==> src/rtl/parallel_bus_capture.sv <==
// parallel_bus_capture
//   Samples an asynchronous parallel bus through synchroniser chains, detects WR/RD strobe
//   rising edges and queues each accepted transaction as {is_rd, ctrl, data} in a FIFO.
//   The most recent accepted transaction is held in last_data/last_ctrl for the display.
//   Optional feature macro: CAPTURE_CS_FILTER_EN (accept events only while synced bus_cs_n==0).
module parallel_bus_capture #(
  parameter int DATA_WIDTH  = 8,
  parameter int CTRL_WIDTH  = 3,
  parameter int DEPTH       = 16,
  parameter int SYNC_STAGES = 2
) (
  input  logic                             clk,
  input  logic                             nreset,
  input  logic [DATA_WIDTH-1:0]            bus_data,
  input  logic [CTRL_WIDTH-1:0]            bus_ctrl,
  input  logic                             bus_wr,
  input  logic                             bus_rd,
  input  logic                             bus_cs_n,
  input  logic [1:0]                       capture_mode,
  input  logic                             clear,
  input  logic                             pop,
  output logic [CTRL_WIDTH+DATA_WIDTH:0]   entry,
  output logic                             empty,
  output logic                             full,
  output logic [$clog2(DEPTH):0]           count,
  output logic                             overflow,
  output logic                             collision,
  output logic [DATA_WIDTH-1:0]            last_data,
  output logic [CTRL_WIDTH-1:0]            last_ctrl
);

  localparam int PW = $clog2(DEPTH);
  localparam int CW = PW + 1;
  localparam int IW = DATA_WIDTH + CTRL_WIDTH + 3;
  localparam int EW = 1 + CTRL_WIDTH + DATA_WIDTH;
  localparam logic [CW-1:0] FULL_COUNT = CW'(DEPTH);

  // All bus inputs travel together through one chain so data and strobes stay aligned.
  logic [IW-1:0] w_busIn;
  logic [IW-1:0] r_sync [SYNC_STAGES];
  logic          r_wrPrev;
  logic          r_rdPrev;

  logic [DATA_WIDTH-1:0] w_syncData;
  logic [CTRL_WIDTH-1:0] w_syncCtrl;
  logic                  w_syncWr;
  logic                  w_syncRd;
  logic                  w_syncCsN;

  logic w_wrEvent;
  logic w_rdEvent;
  logic w_csOk;
  logic w_capture;
  logic w_bothEvents;
  logic [EW-1:0] w_pushData;

  logic [EW-1:0] r_mem [DEPTH];
  logic [PW-1:0] r_wptr;
  logic [PW-1:0] r_rptr;
  logic [CW-1:0] r_count;
  logic          r_overflow;
  logic          r_collision;
  logic [DATA_WIDTH-1:0] r_lastData;
  logic [CTRL_WIDTH-1:0] r_lastCtrl;
  logic [EW-1:0] r_entry;

  logic          w_full;
  logic          w_doPop;
  logic          w_doPush;
  logic          w_drop;
  logic [PW-1:0] w_nextRptr;
  logic [CW-1:0] w_nextCount;
  logic [EW-1:0] w_nextHead;

  assign w_busIn = {bus_cs_n, bus_rd, bus_wr, bus_ctrl, bus_data};

  // Synchroniser chains plus one delayed strobe copy used for rising-edge detection.
  always_ff @(posedge clk or negedge nreset) begin
    if (!nreset) begin
      for (int i = 0; i < SYNC_STAGES; i++) r_sync[i] <= '0;
      r_wrPrev <= 1'b0;
      r_rdPrev <= 1'b0;
    end else begin
      r_sync[0] <= w_busIn;
      for (int i = 1; i < SYNC_STAGES; i++) r_sync[i] <= r_sync[i-1];
      r_wrPrev <= w_syncWr;
      r_rdPrev <= w_syncRd;
    end
  end

  assign w_syncData = r_sync[SYNC_STAGES-1][DATA_WIDTH-1:0];
  assign w_syncCtrl = r_sync[SYNC_STAGES-1][DATA_WIDTH +: CTRL_WIDTH];
  assign w_syncWr   = r_sync[SYNC_STAGES-1][DATA_WIDTH+CTRL_WIDTH];
  assign w_syncRd   = r_sync[SYNC_STAGES-1][DATA_WIDTH+CTRL_WIDTH+1];
  assign w_syncCsN  = r_sync[SYNC_STAGES-1][DATA_WIDTH+CTRL_WIDTH+2];

`ifdef CAPTURE_CS_FILTER_EN
  assign w_csOk = ~w_syncCsN;
`else
  logic w_unusedCsN;
  assign w_unusedCsN = w_syncCsN;
  assign w_csOk      = 1'b1;
`endif

  // The mode is judged in the edge cycle itself; WR wins when both strobes rise together.
  assign w_wrEvent    = w_syncWr & ~r_wrPrev & ((capture_mode == 2'd0) | (capture_mode == 2'd2));
  assign w_rdEvent    = w_syncRd & ~r_rdPrev & ((capture_mode == 2'd1) | (capture_mode == 2'd2));
  assign w_capture    = (w_wrEvent | w_rdEvent) & w_csOk;
  assign w_bothEvents = w_wrEvent & w_rdEvent & w_csOk;
  assign w_pushData   = {~w_wrEvent, w_syncCtrl, w_syncData};

  assign w_full     = (r_count == FULL_COUNT);
  assign w_doPop    = pop & (r_count != '0) & ~clear;
  assign w_doPush   = w_capture & (~w_full | w_doPop) & ~clear;
  assign w_drop     = w_capture & w_full & ~w_doPop;
  assign w_nextRptr = r_rptr + PW'(w_doPop);

  // Next occupancy; a simultaneous push and pop leaves it unchanged.
  always_comb begin
    w_nextCount = r_count;
    if (w_doPush && !w_doPop) begin
      w_nextCount = r_count + CW'(1);
    end else if (!w_doPush && w_doPop) begin
      w_nextCount = r_count - CW'(1);
    end
  end

  // Next head word, bypassing the memory when the word being pushed becomes the head.
  always_comb begin
    w_nextHead = r_entry;
    if (w_nextCount != '0) begin
      if (w_doPush && (r_wptr == w_nextRptr)) begin
        w_nextHead = w_pushData;
      end else begin
        w_nextHead = r_mem[w_nextRptr];
      end
    end
  end

  // Storage array; written only for accepted pushes, so a reset never leaves a partial entry.
  always_ff @(posedge clk) begin
    if (nreset && w_doPush) begin
      r_mem[r_wptr] <= w_pushData;
    end
  end

  // Pointers, occupancy, sticky flags, display hold register and registered head word.
  always_ff @(posedge clk or negedge nreset) begin
    if (!nreset) begin
      r_wptr      <= '0;
      r_rptr      <= '0;
      r_count     <= '0;
      r_overflow  <= 1'b0;
      r_collision <= 1'b0;
      r_lastData  <= '0;
      r_lastCtrl  <= '0;
      r_entry     <= '0;
    end else if (clear) begin
      r_wptr      <= '0;
      r_rptr      <= '0;
      r_count     <= '0;
      r_overflow  <= 1'b0;
      r_collision <= 1'b0;
    end else begin
      if (w_doPush) r_wptr <= r_wptr + PW'(1);
      r_rptr  <= w_nextRptr;
      r_count <= w_nextCount;
      r_entry <= w_nextHead;
      if (w_capture) begin
        r_lastData <= w_syncData;
        r_lastCtrl <= w_syncCtrl;
      end
      if (w_drop)       r_overflow  <= 1'b1;
      if (w_bothEvents) r_collision <= 1'b1;
    end
  end

  assign entry     = r_entry;
  assign empty     = (r_count == '0);
  assign full      = w_full;
  assign count     = r_count;
  assign overflow  = r_overflow;
  assign collision = r_collision;
  assign last_data = r_lastData;
  assign last_ctrl = r_lastCtrl;

endmodule
==> config.mk <==
export PLATFORM = sky130hd
export DESIGN_NAME = parallel_bus_capture
export DESIGN_NICKNAME = d
export VERILOG_FILES = /design/src/rtl/parallel_bus_capture.sv
export SDC_FILE = /design/constraint.sdc
export NUM_CORES = 1
export LEC_CHECK = 0
export ABC_AREA = 0
export BUFFER_PORTS_ARGS = -buffer_cell sky130_fd_sc_hd__buf_4
export CAP_MARGIN = 10
export CORE_MARGIN = 2
export CORE_UTILIZATION = 55
export DETAILED_ROUTE_END_ITERATION = 8
export GPL_TIMING_DRIVEN = 0
export HOLD_SLACK_MARGIN = 0.12
export PLACE_DENSITY = 0.78
export SLEW_MARGIN = 20
export SYNTH_ARGS = -nofsm -noshare
export SYNTH_HDL_FRONTEND = slang
export SYNTH_SLANG_ARGS = --single-unit
==> constraint.sdc <==
create_clock -name clk -period 3.75 [get_ports clk]
set_input_delay 0.1875 -clock clk [delete_from_list [all_inputs] [get_ports clk]]
set_output_delay 0.1875 -clock clk [all_outputs]
set_load 0.03 [all_outputs]
==> reports/results.ini, run 1 <==
[outcome]
outcome=finished clean

[run]
drv_cap=0

[place]
hpwl_um=12700
portBuffers=50
dpl_cell_area_um2=10900
dp_slack_ns=-0.0630
place.gp.congestion=0.823

[logic_synthesis]
avgSynthCellArea_um2=20.5
netlist_instances=492
synth_most_common_cell=edfxtp_1
yosysUniqueCellTypes=44
async_flop_share=0.256
yosysTopAreaCellShare=0.573
syn_nets=523
synth_edf_count=192
synthTopCellsByArea=edfxtp_1 57%, dfrtp_1 16%, mux4_2 13%
synth_ff_type=edfxtp_1
yosys.area.top_type=edfxtp_1
ys_seq_elements=258
synthTopCellsByCount=192 x edfxtp_1, 66 x dfrtp_1, 60 x mux4_2
synthesis.area_um2=10100
yosys_warnings=0
yosysSeqAreaShare=0.737

[route]
dr.pass1.iters=5
drc=0
drtAntennaViolNets=0
drtIter0Drc=562
wl_per_cell_um=23.8
vias_per_cell=6.01
vias=5016
routed_wl_um=19800

[power]
p_per_area_nw_per_um2=678
leakage_uw=0.00424
peakVddDrop_mv=0.413
swShare=0.275
comb_power_share=0.287
clkPwrFrac=0.301
switchingPower_uw=2240
power_frac_seq=0.413
internal_power_uw=5880

[clock_network]
cts.sink_count=258
cts.path.max_buffers=3
clock_latency_ns=0.53
htree_levels=1
cts_root_buf=clkbuf_16
clk_pin_slew_ns=0.07
cts-buffers-inserted=24
tritoncts=built

[worst_setup_path]
arrival_ns=4.07
cp-startpoint=count[0]
rr_worst_depth=12
cp.depth=12
cpMaxStageDelayCell=mux4_2
slowest_delay_ns=0.53
critPathBufInv=4
ff2ff_setup_slack_ns=0.09
crit_type=reg2reg
cp.required_ns=4.16
crit_fanout=10
crit_chain=inv_1 -> ha_1 -> nor4b_4 -> or2_4 -> inv_1 -> ha_1 -> buf_6 -> buf_8 -> mux4_2 -> mux4_2 -> mux2_2 -> mux2_4
timing.rr.end=entry[4]
worstSetupStartpointType=register
r2r-start=count[0]
endpoint=entry[4]
critPathTopFamily=multiplexers
crit_path_end_kind=register

[cells_and_area]
drive_gt1_frac=0.393
final_net_count=619
area_delta_synth_final_pct=19.0
multi_input_area_um2=2600
fin_area_um2=12000
antenna_cells=0
seq_area_um2=7420
fill_cells=1113

[sta]
timing.final.crit_share=0.975
fmax_mhz=273
fin_ws_ns=0.0921
setup_violations=0
slew_headroom=0.431
hold_viol_final=0
maxSlewViolCount=0
finClkSkew_ns=0.0106
fin_crit_ns=3.66
tightest_slew_ns=0.853
rsz0062_at_grt=no

[die]
dieWidth_um=139
initial_core_util=0.561
fp.dieH_um=139
core_um2=18000
num_rows=49
die_area_um2=19400
io_pins=52

[grt]
grt_pass1_wl_um=30400
grt_antenna_before_repair=0
grt.overflow.total=0
grt_max_degree=68
grt_pass1_vias=5155
grt_usage=0.207

[worst_hold_path]
min_path_type=in2reg

[sequential cells by signal (all words and copies together), names as in the netlist, 3 cells and up]
register and cells:
r_sync 26, entry 12, r_mem 192, count 5
last_data 8, r_rptr 4, r_wptr 4, last_ctrl 3
[per-layer routing]
metal	track usage	part of all wire
met5	0	0
met4	0.0564	0.019
met3	0.0320	0.069
met2	0.337	0.50
met1	0.300	0.41
[kinds of logic (layout without fill, tap and decap cells)]
| logic type | Yosys count | in the layout | share of synthesized area |
|---|---|---|---|
| and+or+nand+nor | 72 | 72 | 0.0391 |
| muxes | 98 | 98 | 0.181 |
| AOI/OAI and AO/OA | 13 | 13 | 0.00833 |
| buffers and inverters | 30 | 144 | 0.0130 |
| DFF | 258 | 258 | 0.737 |
| xor gates and xnor gates | 10 | 10 | 0.00870 |
| adders and majority gates | 11 | 11 | 0.0137 |
[worst min-delay path by stage]
stage,start,endpoint,cells after the start
6_report,pop,count[4],5
5_1_grt,bus_data[6],r_sync[20],2
4_1_cts,pop,count[4],5
3_5_place_dp,bus_ctrl[0],r_sync[22],1
3_3_place_gp,bus_ctrl[1],r_sync[23],1
2_1_floorplan,nreset,collision,0
[worst min-delay path, stage by stage]
cell and delay (ns):
buf_4 0.09, nand4b_1 0.10, nor3_1 0.04, a31o_2 0.22
mux2i_1 0.13
[per-stage QoR]
stage          hold WS (ns)  total power [µW]  std cells  TNS [ns]  utilization
2_1_floorplan        -0.108              5000        492         0            -
3_3_place_gp          0.297              5530        771     -1.46        0.602
3_5_place_dp          0.298              5590        775    -0.491        0.606
4_1_cts               0.279              8050        833         0        0.661
5_1_grt               0.299              8380        835         0        0.667
6_report              0.300              8120        835         0        0.667
[area by class of cell]
class | count | share of cell area
repair buffers | 71 | 0.0497
well taps | 229 | 0.0239
inverters | 7 | 0.00219
multi-input cells | 204 | 0.217
plain buffers | 22 | 0.0205
clock buffers | 34 | 0.0592
flip-flops and latches | 258 | 0.619
clock inverters | 10 | 0.00835
[placed cells by master, fill, tap and decap left out, types with 9 or more instances in the layout]
cell type        n
nand2_1          9
mux2_4          11
clkbuf_8         9
mux4_2          60
ha_1            10
edfxtp_1       192
buf_4           55
mux2_2          25
nor2_1          14
dlygate4sd3_1   15
nor2_2          13
clkbuf_16       26
dfrtp_1         64
[power by group through the flow]
stage | registers [µW] | clock network, µW | logic (µW)
floorplan | 3610 | 0 | 1400
global placement | 3390 | 0 | 2140
detailed placement | 3410 | 0 | 2190
CTS | 3350 | 2470 | 2220
global route | 3370 | 2570 | 2450
finish | 3350 | 2440 | 2330
[timing repair]
action,4_1_cts,5_1_grt
pin swaps,0,2
hold endpoints to repair,80,0
gates cloned,0,1
setup buffers,0,1
setup endpoints to repair,12,12
hold buffers,15,0
resized for setup,9,22
(Power assumes the default switching activity.)
==> run 2: changes to the inputs <==
--- a/config.mk
+++ b/config.mk
@@ -9,11 +9,11 @@
 export BUFFER_PORTS_ARGS = -buffer_cell sky130_fd_sc_hd__buf_4
 export CAP_MARGIN = 10
 export CORE_MARGIN = 2
-export CORE_UTILIZATION = 55
+export CORE_UTILIZATION = 60
 export DETAILED_ROUTE_END_ITERATION = 8
 export GPL_TIMING_DRIVEN = 0
 export HOLD_SLACK_MARGIN = 0.12
-export PLACE_DENSITY = 0.78
+export PLACE_DENSITY = 0.8
 export SLEW_MARGIN = 20
 export SYNTH_ARGS = -nofsm -noshare
 export SYNTH_HDL_FRONTEND = slang
==> constraint.sdc (replaced) <==
create_clock -name clk -period 3.95 [get_ports clk]
set_input_delay 0.1975 -clock clk [delete_from_list [all_inputs] [get_ports clk]]
set_output_delay 0.1975 -clock clk [all_outputs]
set_load 0.03 [all_outputs]
==> run 2 against run 1 <==
Hold slack better by 0.011 ns. Power down 3.7%. Critical path depth up 2. Via count up 0.76%. Register-to-register slack worse by 0.02 ns. Design area down 0.31%. Die area down 8.1%. Final cell count down 0.96%. Worst setup slack worse by 0.017 ns. Largest cell class unchanged. Highest routed layer unchanged.
==> reports/results.ini, run 2 (synthesized netlist as in run 1, its figures left out) <==
[outcome]
outcome=finished clean

[route]
drtAntennaViolNets=0  ; unchanged
routed_wl_um=20700  ; +4.2%
drtIter0Drc=430  ; -23%
wl_met2_um=10600  ; +6.2%
wl_per_cell_um=25.0  ; +5.3%
dr.pass1.iters=6  ; +1
vias_per_cell=6.11  ; +1.7%
routed-wl-met3_um=1450  ; +5.8%
wl_met1_um=8170  ; +0.29%
top_layer=met4
vias=5054  ; +0.76%
drc=0  ; unchanged

[sta]
fin_ws_ns=0.0749  ; -0.0172 ns
tightest_slew_ns=1.14  ; +0.285 ns
maxSlewViolCount=0  ; unchanged
setup_violations=0  ; unchanged
timing.final.crit_share=0.981  ; +0.00559
fin_crit_ns=3.88  ; +0.217 ns
rsz0062_at_grt=no
hold_viol_final=0  ; unchanged
slew_headroom=0.238  ; -0.193
finClkSkew_ns=0.0117  ; +0.00109 ns
fmax_mhz=258  ; -5.6%
totalNegativeSetupSlack_ns=0  ; unchanged

[die]
initial_core_util=0.612  ; +0.0510
die_area_um2=17800  ; -8.1%
fp.dieH_um=134  ; -4.1%
dieWidth_um=134  ; -4.1%
core_um2=16500  ; -8.3%
num_rows=47  ; -4.1%
io_pins=52  ; unchanged

[clock_network]
cts.sink_count=258  ; unchanged
cts-buffers-inserted=26  ; +8.3%
cts.path.max_buffers=3  ; unchanged
clk_pin_slew_ns=0.06  ; about the same
clock_latency_ns=0.53  ; about the same
cts_root_buf=clkbuf_16
post_cts_buffers=0  ; unchanged
tritoncts=built
htree_levels=1  ; unchanged

[power]
p_per_area_nw_per_um2=654  ; -3.4%
leakage_uw=0.00425  ; +0.33%
peakVddDrop_mv=0.566  ; +37%

[cells_and_area]
final_cell_mix=192 x edfxtp_1, 66 x dfrtp_1, 60 x mux4_2, 57 x buf_4, 28 x clkbuf_16
final_common_cell=edfxtp_1
largest_reg_flops=192  ; unchanged
fill_cells=940  ; -16%
top_register=r_mem
antenna_cells=0  ; unchanged
area_delta_synth_final_pct=18.6
post-route-util=0.726  ; +0.0584
multi_input_area_um2=2580  ; -0.63%
final_net_count=618  ; -0.16%
seq_area_um2=7420  ; about the same
drive_gt1_frac=0.387  ; -0.00559

[grt]
grt.overflow.total=0  ; unchanged
grt_max_degree=68  ; unchanged
grt_antenna_before_repair=1  ; +1
grt_usage=0.240  ; +0.0333
grt_pass1_vias=5326  ; +3.3%
grt_pass1_wl_um=31600  ; +4.0%

[worst_setup_path]
cp_common_cell=ha_1
crit_path_end_kind=register
arrival_ns=4.29  ; +0.22 ns
cp.required_ns=4.36  ; +0.20 ns
cpMaxStageDelayCell=dfrtp_1
crit_fanout=10  ; unchanged
slowest_delay_ns=0.45  ; -0.08 ns
rr_worst_depth=14  ; +2
timing.rr.end=entry[10]
crit_chain=inv_1 -> ha_1 -> nor4b_4 -> or2_4 -> inv_1 -> ha_1 -> ha_1 -> buf_6 -> xor2_1 -> nor4_1 -> nand3_1 -> buf_4 -> mux2_2 -> mux2_4
critPathTopFamily=simple AND/OR/NAND/NOR gates
critPathBufInv=4  ; unchanged
worstSetupStartpointType=register
ff2ff_setup_slack_ns=0.07  ; -0.02 ns
r2r-start=count[0]
crit_type=reg2reg

[place]
dp_slack_ns=-0.180  ; -0.117 ns
place.gp.congestion=0.880  ; +6.9%
portBuffers=50  ; unchanged
hpwl_um=12600  ; -1.3%

[worst_hold_path]
min_to=count[4]
min_from=pop
hold_depth=5  ; unchanged
min_path_type=in2reg

[run]
drv_cap=0  ; unchanged

[run 2: cell type report]
type | instances | area share
plain buffers | 21 | 0.0139
well taps | 220 | 0.0230
repair buffers | 69 | 0.0471
clock buffers | 38 | 0.0668
flip-flops and latches | 258 | 0.621
clock inverters | 10 | 0.00964
inverters | 7 | 0.00220
multi-input cells | 204 | 0.216
[run 2: repair_timing]
action / 4_1_cts / 5_1_grt
resized for setup: 9 / 31
cloned: 0 / 0
setup endpoints to repair: 12 / 12
hold endpoints to repair: 80 / 0
hold buffers: 15 / 0
[run 2: how the worst max path moves through the flow]
stage / start / to / slack (ns) / cells past startpoint
4_1_cts: count[0] / entry[6] / 0.004 / 12
6_report: count[0] / entry[10] / 0.07 / 14
3_3_place_gp: count[0] / entry[11] / -0.11 / 13
5_1_grt: count[0] / entry[10] / 0.04 / 12
3_5_place_dp: count[0] / entry[6] / -0.18 / 13
2_1_floorplan: count[0] / entry[0] / 0.01 / 13
[run 2: report_power, final]
part           internal [µW]  total [µW]  switching [µW]
Sequential              3060        3180             121
Clock                   1540        2540            1010
Combinational           1090        2090            1000
[run 2: routing by layer]
| layer | up-vias | track usage |
|---|---|---|
| met4 | 0 | 0.0703 |
| met2 | 219 | 0.409 |
| li1 | 2148 | - |
| met1 | 2641 | 0.327 |
| met5 | - | 0 |
| met3 | 46 | 0.0411 |
[run 2: metrics by stage]
| stage | power, µW | std cells | instance area, µm² | hold WS, ns |
|---|---|---|---|---|
| 6_report | 7820 | 827 | 11900 | 0.311 |
| 5_1_grt | 8070 | 827 | 11900 | 0.308 |
| 4_1_cts | 7820 | 829 | 11900 | 0.292 |
| 3_5_place_dp | 5250 | 766 | 10800 | 0.308 |
| 3_3_place_gp | 5180 | 762 | 10700 | 0.307 |
| 2_1_floorplan | 4680 | 492 | 10100 | -0.0981 |
[run 2: worst register-to-register path, stage by stage (launching register included)]
cell	delay, ns
dfrtp_1	0.45
inv_1	0.13
ha_1	0.19
nor4b_4	0.26
or2_4	0.21
inv_1	0.08
ha_1	0.21
ha_1	0.38
buf_6	0.20
xor2_1	0.16
nor4_1	0.38
nand3_1	0.24
buf_4	0.28
mux2_2	0.32
mux2_4	0.26
